==> src/rtl/rob_defs.sv <==
// rtl/rob_defs.sv - shared ROB/PRF types for the writeback arbiter
package rob_defs;

  localparam int ROB_ID_W  = 6;
  localparam int PREG_W    = 7;
  localparam int WB_MAX_CH = 8;

  typedef logic [ROB_ID_W-1:0] t_rob_id;

  typedef struct packed {
    t_rob_id    robid;
    logic       exc;
    logic [4:0] cause;
  } t_rob_result;

  typedef struct packed {
    logic [PREG_W-1:0] preg;
    logic [31:0]       data;
  } t_prf_wr_pkt;

  typedef struct packed {
    logic    valid;
    t_rob_id robid;
  } t_nuke_pkt;

  typedef struct packed {
    t_rob_result result;
    logic        wr_en;
    t_prf_wr_pkt wr_pkt;
  } t_wb_ent;

  // Distance from the ROB head; unsigned wrap makes older entries smaller.
  function automatic t_rob_id rob_age(input t_rob_id id, input t_rob_id oldest);
    return id - oldest;
  endfunction

endpackage

==> src/rtl/wb_arb_q.sv <==
// rtl/wb_arb_q.sv - single-channel writeback result queue
// Ready is registered from the next count so it never depends on the same-cycle dequeue.
module wb_arb_q
  import rob_defs::*;
#(
  parameter int DEPTH = 4
) (
  input  logic    clk,
  input  logic    reset,
  input  logic    flush,
  input  logic    enq,
  input  t_wb_ent enq_ent,
  input  logic    deq,
  output logic    ready,
  output logic    not_empty,
  output t_wb_ent head_ent
);

  localparam int PTR_W = $clog2(DEPTH);
  localparam int CNT_W = $clog2(DEPTH + 1);

  logic [PTR_W-1:0] head_q, head_d, tail_q, tail_d;
  logic [CNT_W-1:0] count_q, count_d;
  logic             ready_q, ready_d;
  t_wb_ent          mem_q [DEPTH];
  t_wb_ent          mem_d [DEPTH];

  function automatic logic [PTR_W-1:0] ptr_inc(input logic [PTR_W-1:0] p);
    return (p == PTR_W'(DEPTH - 1)) ? '0 : p + 1'b1;
  endfunction

  always_comb begin
    head_d  = head_q;
    tail_d  = tail_q;
    count_d = count_q;
    mem_d   = mem_q;
    if (flush) begin
      head_d  = '0;
      tail_d  = '0;
      count_d = '0;
    end else begin
      if (enq) begin
        mem_d[tail_q] = enq_ent;
        tail_d        = ptr_inc(tail_q);
      end
      if (deq) head_d = ptr_inc(head_q);
      if (enq && !deq)      count_d = count_q + 1'b1;
      else if (!enq && deq) count_d = count_q - 1'b1;
    end
    ready_d = count_d < CNT_W'(DEPTH);
  end

  always_ff @(posedge clk) begin
    if (reset) begin
      head_q  <= '0;
      tail_q  <= '0;
      count_q <= '0;
      ready_q <= 1'b1;
    end else begin
      head_q  <= head_d;
      tail_q  <= tail_d;
      count_q <= count_d;
      ready_q <= ready_d;
    end
  end

  always_ff @(posedge clk) begin
    mem_q <= mem_d;
  end

  assign ready     = ready_q;
  assign not_empty = (count_q != '0);
  assign head_ent  = mem_q[head_q];

endmodule

==> src/rtl/wb_arb.sv <==
// rtl/wb_arb.sv - writeback arbiter merging NUM_CH result queues onto the ROB/PRF ports
// WB_ARB_AGE_PRIO_EN selects oldest-robid-first grants instead of round-robin.
module wb_arb
  import rob_defs::*;
#(
  parameter int NUM_CH = 2,
  parameter int DEPTH  = 4
) (
  input  logic        clk,
  input  logic        reset,
  input  t_nuke_pkt   nuke_rb1,
  input  t_rob_id     oldest_robid,
  input  logic        src_valid_ex1  [NUM_CH],
  output logic        src_ready_ex1  [NUM_CH],
  input  t_rob_result src_result_ex1 [NUM_CH],
  input  logic        src_wr_en_ex1  [NUM_CH],
  input  t_prf_wr_pkt src_wr_pkt_ex1 [NUM_CH],
  output logic        ro_valid_rb0,
  output t_rob_result ro_result_rb0,
  output logic        iprf_wr_en_ro0,
  output t_prf_wr_pkt iprf_wr_pkt_ro0
);

  localparam int GNT_W = (NUM_CH > 1) ? $clog2(NUM_CH) : 1;

  logic             q_ready    [NUM_CH];
  logic             q_nonempty [NUM_CH];
  logic             q_enq      [NUM_CH];
  logic             q_deq      [NUM_CH];
  t_wb_ent          q_in       [NUM_CH];
  t_wb_ent          q_head     [NUM_CH];
  logic             gnt_vld;
  logic [GNT_W-1:0] gnt_idx;
  t_wb_ent          gnt_ent;

  for (genvar c = 0; c < NUM_CH; c++) begin : g_ch
    assign q_in[c]          = '{result: src_result_ex1[c], wr_en: src_wr_en_ex1[c],
                                wr_pkt: src_wr_pkt_ex1[c]};
    assign q_enq[c]         = src_valid_ex1[c] && q_ready[c] && !nuke_rb1.valid;
    assign q_deq[c]         = gnt_vld && (gnt_idx == GNT_W'(c));
    assign src_ready_ex1[c] = q_ready[c];

    wb_arb_q #(.DEPTH(DEPTH)) u_q (
      .clk       (clk),
      .reset     (reset),
      .flush     (nuke_rb1.valid),
      .enq       (q_enq[c]),
      .enq_ent   (q_in[c]),
      .deq       (q_deq[c]),
      .ready     (q_ready[c]),
      .not_empty (q_nonempty[c]),
      .head_ent  (q_head[c])
    );
  end

`ifdef WB_ARB_AGE_PRIO_EN
  t_rob_id best_age;
  logic    unused_ok;

  // Strict less-than while scanning upward leaves ties with the lowest channel.
  always_comb begin
    gnt_vld  = 1'b0;
    gnt_idx  = '0;
    best_age = '1;
    for (int c = 0; c < NUM_CH; c++) begin
      if (q_nonempty[c] &&
          (!gnt_vld || rob_age(q_head[c].result.robid, oldest_robid) < best_age)) begin
        gnt_vld  = 1'b1;
        gnt_idx  = GNT_W'(c);
        best_age = rob_age(q_head[c].result.robid, oldest_robid);
      end
    end
    if (nuke_rb1.valid) gnt_vld = 1'b0;
  end

  assign unused_ok = ^nuke_rb1.robid;
`else
  logic [GNT_W-1:0] rr_ptr_q, rr_ptr_d;
  logic [GNT_W-1:0] rr_idx;
  logic             unused_ok;

  always_comb begin
    gnt_vld = 1'b0;
    gnt_idx = '0;
    rr_idx  = '0;
    for (int i = 0; i < NUM_CH; i++) begin
      rr_idx = GNT_W'((int'(rr_ptr_q) + i) % NUM_CH);
      if (!gnt_vld && q_nonempty[rr_idx]) begin
        gnt_vld = 1'b1;
        gnt_idx = rr_idx;
      end
    end
    if (nuke_rb1.valid) gnt_vld = 1'b0;
    rr_ptr_d = rr_ptr_q;
    if (gnt_vld) rr_ptr_d = (gnt_idx == GNT_W'(NUM_CH - 1)) ? '0 : gnt_idx + 1'b1;
  end

  always_ff @(posedge clk) begin
    if (reset) rr_ptr_q <= '0;
    else       rr_ptr_q <= rr_ptr_d;
  end

  assign unused_ok = ^{oldest_robid, nuke_rb1.robid};
`endif

  logic        ro_valid_q, ro_valid_d;
  t_rob_result ro_result_q, ro_result_d;
  logic        iprf_wr_en_q, iprf_wr_en_d;
  t_prf_wr_pkt iprf_wr_pkt_q, iprf_wr_pkt_d;

  assign gnt_ent = q_head[gnt_idx];

  always_comb begin
    ro_valid_d    = gnt_vld;
    iprf_wr_en_d  = gnt_vld && gnt_ent.wr_en;
    ro_result_d   = ro_result_q;
    iprf_wr_pkt_d = iprf_wr_pkt_q;
    if (gnt_vld) begin
      ro_result_d   = gnt_ent.result;
      iprf_wr_pkt_d = gnt_ent.wr_pkt;
    end
  end

  always_ff @(posedge clk) begin
    if (reset) begin
      ro_valid_q    <= 1'b0;
      ro_result_q   <= '0;
      iprf_wr_en_q  <= 1'b0;
      iprf_wr_pkt_q <= '0;
    end else begin
      ro_valid_q    <= ro_valid_d;
      ro_result_q   <= ro_result_d;
      iprf_wr_en_q  <= iprf_wr_en_d;
      iprf_wr_pkt_q <= iprf_wr_pkt_d;
    end
  end

  assign ro_valid_rb0    = ro_valid_q;
  assign ro_result_rb0   = ro_result_q;
  assign iprf_wr_en_ro0  = iprf_wr_en_q;
  assign iprf_wr_pkt_ro0 = iprf_wr_pkt_q;

endmodule

==> config.mk <==
export PLATFORM = sky130hd
export DESIGN_NAME = wb_arb
export DESIGN_NICKNAME = d
export VERILOG_FILES = /design/src/rtl/rob_defs.sv /design/src/rtl/wb_arb_q.sv /design/src/rtl/wb_arb.sv
export SDC_FILE = /design/constraint.sdc
export NUM_CORES = 1
export LEC_CHECK = 0
export ABC_CLOCK_PERIOD_IN_PS = 8700
export BUFFER_PORTS_ARGS = -buffer_cell sky130_fd_sc_hd__buf_2
export CORE_ASPECT_RATIO = 0.6
export CORE_MARGIN = 1.5
export CORE_UTILIZATION = 63
export DETAILED_ROUTE_END_ITERATION = 12
export HOLD_SLACK_MARGIN = 0.02
export PLACE_DENSITY = 0.84
export REMOVE_ABC_BUFFERS = 1
export SYNTH_ARGS = -nofsm -noshare
export SYNTH_HDL_FRONTEND = slang
export SYNTH_SLANG_ARGS = --single-unit
export TNS_END_PERCENT = 10
==> constraint.sdc <==
create_clock -name clk -period 8.7 [get_ports clk]
set_input_delay 2.61 -clock clk [delete_from_list [all_inputs] [get_ports clk]]
set_output_delay 2.61 -clock clk [all_outputs]
set_load 0.05 [all_outputs]
== Word-level counts from Yosys, hierarchy flattened ==
Cells that the tools add are included.
W data, S select, Z words.

* Register bits: 486
* Input port bits: 121
* Output and inout port bits: 55

* Bitwise logic cells: 9
* $add $sub $neg: 10
* Reduce and logical (&&, ||, !) cells: 25
* Equal/unequal tests: 4
* Magnitude comparators: 11
* Mux-type cells: 37

{| class="wikitable"
|+ Operator list
! operator !! number
|-
| $mux W52 || 9
|-
| $bwmux W208 || 2
|-
| $bmux W52 S2 || 2
|-
| $demux W52 S2 || 2
|-
| $mux W3 || 6
|-
| $logic_and A1 B1 Y1 || 14
|-
| $ge A3 B3 Y1 const B || 4
|-
| $mux W1 || 12
|-
| $not A2 Y3 || 4
|-
| $add A2 B1 Y2 const B || 4
|-
| $eq A2 B2 Y1 const B || 4
|-
| $mux W2 || 4
|-
| $add A3 B1 Y3 const B || 2
|-
| $ge A2 B2 Y1 const B || 3
|-
| $logic_not A1 Y1 || 6
|-
| $lt A3 B1 Y1 const B || 2
|-
| $lt A3 B3 Y1 const B || 2
|-
| $not A1 Y2 || 3
|-
| $reduce_bool A3 Y1 || 2
|-
| $sub A3 B1 Y3 const B || 2
|-
| $reduce_and A2 Y1 || 2
|-
| $add A1 B1 Y1 const B || 2
|-
| $not A1 Y1 || 2
|-
| $reduce_or A2 Y1 || 1
|}

== Longest topological paths before layout ==
* Depth in word-level cells: 15
* Mapped depth: 11
* Mapped depth without buffers: 10

== Hierarchy ==
A second synthesis with hierarchy kept.

* Cells, all modules: 857
* Area total of the unflattened synthesis: 18443.9 sq um

{| class="wikitable"
|+ Modules (own cells, without submodules)
! module !! area each (sq um) !! cells an instance !! seq. area each (sq um) !! times used
|-
| wb_arb_q || 8066.5 || 329 || 6406.1 || 2
|-
| wb_arb || 2311.0 || 199 || 1081.0 || 1
|}

== Worst setup path after synthesis ==
OpenSTA, ideal clock, no wires.

* Path kind: input -> register
* Start point: input port nuke_rb1[6] in the netlist's numbering
* End point: register g_ch[1].u_q.mem_q[100] in the netlist's numbering, enable pin
* Path slack: 3.972 ns
* Stages: 3
* Data arrival time: 4.313 ns
* Path buffers: 1
* Cells stage by stage: buf_2 nor2_1 and2_1

* Cells in the longest elaborated chain, start to end: 3

{| class="wikitable"
|+ RTL lines
! element !! RTL line !! text
|-
| from (decl) || wb_arb.sv:11 || <nowiki>input t_nuke_pkt nuke_rb1,</nowiki>
|-
| $logic_not A1 Y1 || wb_arb.sv:39 || <nowiki>assign q_enq[c] = src_valid_ex1[c] && q_ready[c] && !nuke_rb1.valid;</nowiki>
|-
| $logic_and A1 B1 Y1 || wb_arb.sv:39 ||
|-
| net g_ch[1].u_q.enq || wb_arb_q.sv:11 || <nowiki>input logic enq,</nowiki>
|-
| $reduce_and A2 Y1 (no source line) || n/a ||
|-
| to (signal assigned) || wb_arb_q.sv:68 || <nowiki>mem_q <= mem_d;</nowiki>
|-
| to (decl) || wb_arb_q.sv:25 || <nowiki>t_wb_ent mem_q [DEPTH];</nowiki>
|}

The timed path passes the listed nets, and every way through them passes these cells.
A chain may end at the register's enable or synchronous reset.

== Worst setup path in the final report ==
* Start point: input port nuke_rb1[6] in the netlist's numbering
* End point: register iprf_wr_pkt_q (netlist bit iprf_wr_pkt_ro0[6])

* Cells in the longest elaborated chain, start to end: 1

{| class="wikitable"
|+ RTL lines
! element !! RTL line !! text
|-
| $mux W1 || wb_arb.sv:93 || <nowiki>if (nuke_rb1.valid) gnt_vld = 1'b0;</nowiki>
|-
| to (signal assigned) || wb_arb.sv:134 || <nowiki>iprf_wr_pkt_q <= iprf_wr_pkt_d;</nowiki>
|-
| to (decl) || wb_arb.sv:109 || <nowiki>t_prf_wr_pkt iprf_wr_pkt_q, iprf_wr_pkt_d;</nowiki>
|}

No other way between the ends.

==> results.toml <==
[layout]
nets = 1157
area_growth_syn_to_layout_pct = 13.37
drive_gt1_share_pct = 31.81
multi_input_area_sq_um = 4004
fillers = 1645
stdcell_count = 1437
seqCellArea_sq_um = 13910
fin_util_pct = 72.51

[hold_path]
hold_depth = 1
hp-class = "reg -> reg"
min_from = "iprf_wr_pkt_ro0[33]"
holdPathEnd = "iprf_wr_pkt_ro0[33]"

[worst_setup_path]
path_max_fanout = 38
reg2regPathDepth = 7
critPathLaunchType = "input pin"
worstPathArrival_ns = 4.51
critPathRequiredTime_ns = 9.18
path_class = "in -> reg"
endpoint_kind = "register"
r2r_start = "g_ch[0].u_q.count_q[0]"
r2r_slack_ns = 5.89
reg2reg_to = "iprf_wr_pkt_ro0[6]"

[timing]
setup_viol = 0
period_share_pct = 46.28
min_period_ns = 4.027
maxSlewHeadroom_pct = 36.72
fin_setup_tns_ns = 0
report.final.slew_viol_count = 0
skew_ns = 0.02015
hold_ws_ns = 0.4809
max_freq_mhz = 248.3
hold_viol = 0
grt_setup_unrepaired = "false"
worst_pin_slew_ns = 0.9492

[global_route]
grt_pass1_wl_um = 55790
grt_max_degree = 55
antenna_found_initial = 14
grt_usage_pct = 25.64
grt_overflow = 0
grt_pass1_vias = 9193

[job]
maxCapViolCount = 0

[pwr]
leakage_nw = 7.026
max-vdd-ir-drop_mv = 0.2334
power_density_nw_per_um2 = 229.2

[route]
wl_met2_um = 17270
drtIter0Drc = 811
firstDrtPassIters = 5
via_count = 8917
final_antenna_net_count = 0
wl_met3_um = 2975
met1_length_um = 16230
drc_errors = 0
wl_per_cell_um = 26.07
highest_layer = "met5"
routed_wl_um = 37460
via_per_inst = 6.205

[die]
dieHeight_um = 135.1
dieWidth_um = 223.2
start_util_pct = 63.96
rows = 48
die-area_sq_um = 30150
ios = 176
core_sq_um = 28650

[synthesis]
synth_top_area_cell = "edfxtp_1"
synth-seq-cells = 486
synthArstFlopShare_pct = 0
yosys_warnings = 0
synth_top_area_share_pct = 68.18
synthTopCellsByCount = "edfxtp_1 (416), mux4_2 (80), dfxtp_1 (70)"
syn_inst = 849
yosysSeqAreaShare_pct = 75.83
synth-main-ff-cell = "edfxtp_1"
ys_top_cells_by_area = "edfxtp_1 (68%), mux4_2 (9.8%), dfxtp_1 (7.6%), mux4_1 (3.4%), a221o_1 (2.8%)"
synth_cell_type_count = 34
synth_edf_count = 416
synth.most_common_cell = "edfxtp_1"
synth_area_sq_um = 18320
avgSynthCellArea_sq_um = 21.58

[placed_design]
place_inst = 1347
dp_hpwl_um = 20490
gp_congestion = 0.7431
portBuffers = 163

[clock_tree]
clock_latency_ns = 0.56
htreeDepth = 2
clk_pin_slew_ns = 0.07
cts_tree = "done"
post-cts-setup-buffers = 0
clk_path_buf_depth = 3
cts_buffers = 42
root_buffer = "clkbuf_16"
cts.hold.buffers_added = 0
cts-resized-gates = 0
cts_sinks = 486

[outcome]
status = "complete, no violations"
## final cells by class
cell class / instances / area share [%]
clock buffers: 57 / 5.879
well taps: 375 / 2.259
diodes: 12 / 0.1446
multi-input cells: 304 / 19.27
repair buffers: 168 / 4.108
flip-flops and latches: 486 / 66.96
clock inverters: 21 / 1.126
inverters: 14 / 0.2530
## state kept, by name, indices dropped and copies added, names as in the netlist
signal,count
g_ch.u_q.mem_q,416
ro_result_rb0,12
g_ch.u_q.head_q,4
iprf_wr_pkt_ro0,39
g_ch.u_q.count_q,6
rr_ptr_q,1
iprf_wr_en_ro0,1
g_ch.u_q.tail_q,4
ro_valid_rb0,1
g_ch.u_q.ready,2
## worst max-delay path by stage
| stage | startpoint | end |
|---|---|---|
| detailed placement | nuke_rb1[6] | ro_result_rb0[9] |
| CTS | nuke_rb1[6] | iprf_wr_pkt_ro0[6] |
| finish | nuke_rb1[6] | iprf_wr_pkt_ro0[6] |
| global route | nuke_rb1[6] | ro_result_rb0[9] |
| floorplan | src_valid_ex1[0] | g_ch[1].u_q.mem_q[100] |
| global placement | nuke_rb1[6] | ro_result_rb0[5] |
## kinds of logic (layout without fill, tap and decap cells)
group / Yosys count / in the layout / synth area share [%]
compound gates: 76 / 76 / 3.688
buf+inv: 59 / 260 / 2.540
xor+xnor: 2 / 2 / 0.09562
simple gates: 99 / 99 / 3.046
flops: 486 / 486 / 75.83
other cells: 0 / 12 / 0
mux: 107 / 107 / 13.44
fa+ha+maj: 20 / 20 / 1.366
## metrics by stage
stage	power (mW)	setup slack [ns]	instance area, sq um
finish	4.762	4.673	20770
global route	4.892	4.632	20760
CTS	4.788	4.752	20740
detailed placement	2.857	4.173	19290
global placement	2.847	4.214	19290
floorplan	2.766	4.040	17910
## critical path, cell delays in order
cell and delay, ns:
buf_2 0.17, a211oi_4 0.39, and2_2 0.48, buf_4 0.57
a221o_1 0.25
## power breakdown
part / internal (mW) / leakage, nW / total (mW) / switching, mW
registers: 2.57 / 4.35 / 2.59 / 0.0200
logic: 0.0775 / 1.95 / 0.216 / 0.138
clock network: 1.14 / 0.724 / 1.95 / 0.816
## metal layers
metal | track usage, % | up-vias
li1 | - | 3861
met3 | 5.809 | 69
met2 | 39.24 | 365
met1 | 37.36 | 4616
met5 | 0 | -
met4 | 8.768 | 6
## placed cells by master, fill, tap and decap left out, types with 2 or more instances in the layout
cell,count
mux4_1,24
clkbuf_1,7
clkinv_1,3
buf_4,5
a211oi_1,4
dfxtp_1,66
a21oi_1,10
ha_1,20
bufinv_16,5
nor2_1,12
clkbuf_16,45
mux2i_1,3
clkbuf_8,5
buf_2,163
and2_1,2
inv_1,13
nor2b_1,53
and2_4,8
diode_2,12
nand2_1,14
nor3_1,2
mux4_2,80
clkinv_2,12
edfxtp_1,416
dfxtp_4,4
o21ai_0,6
nor3b_1,2
or3_1,2
xor2_1,2
a221o_1,51
No activity file was read; power rests on OpenSTA's default activity.
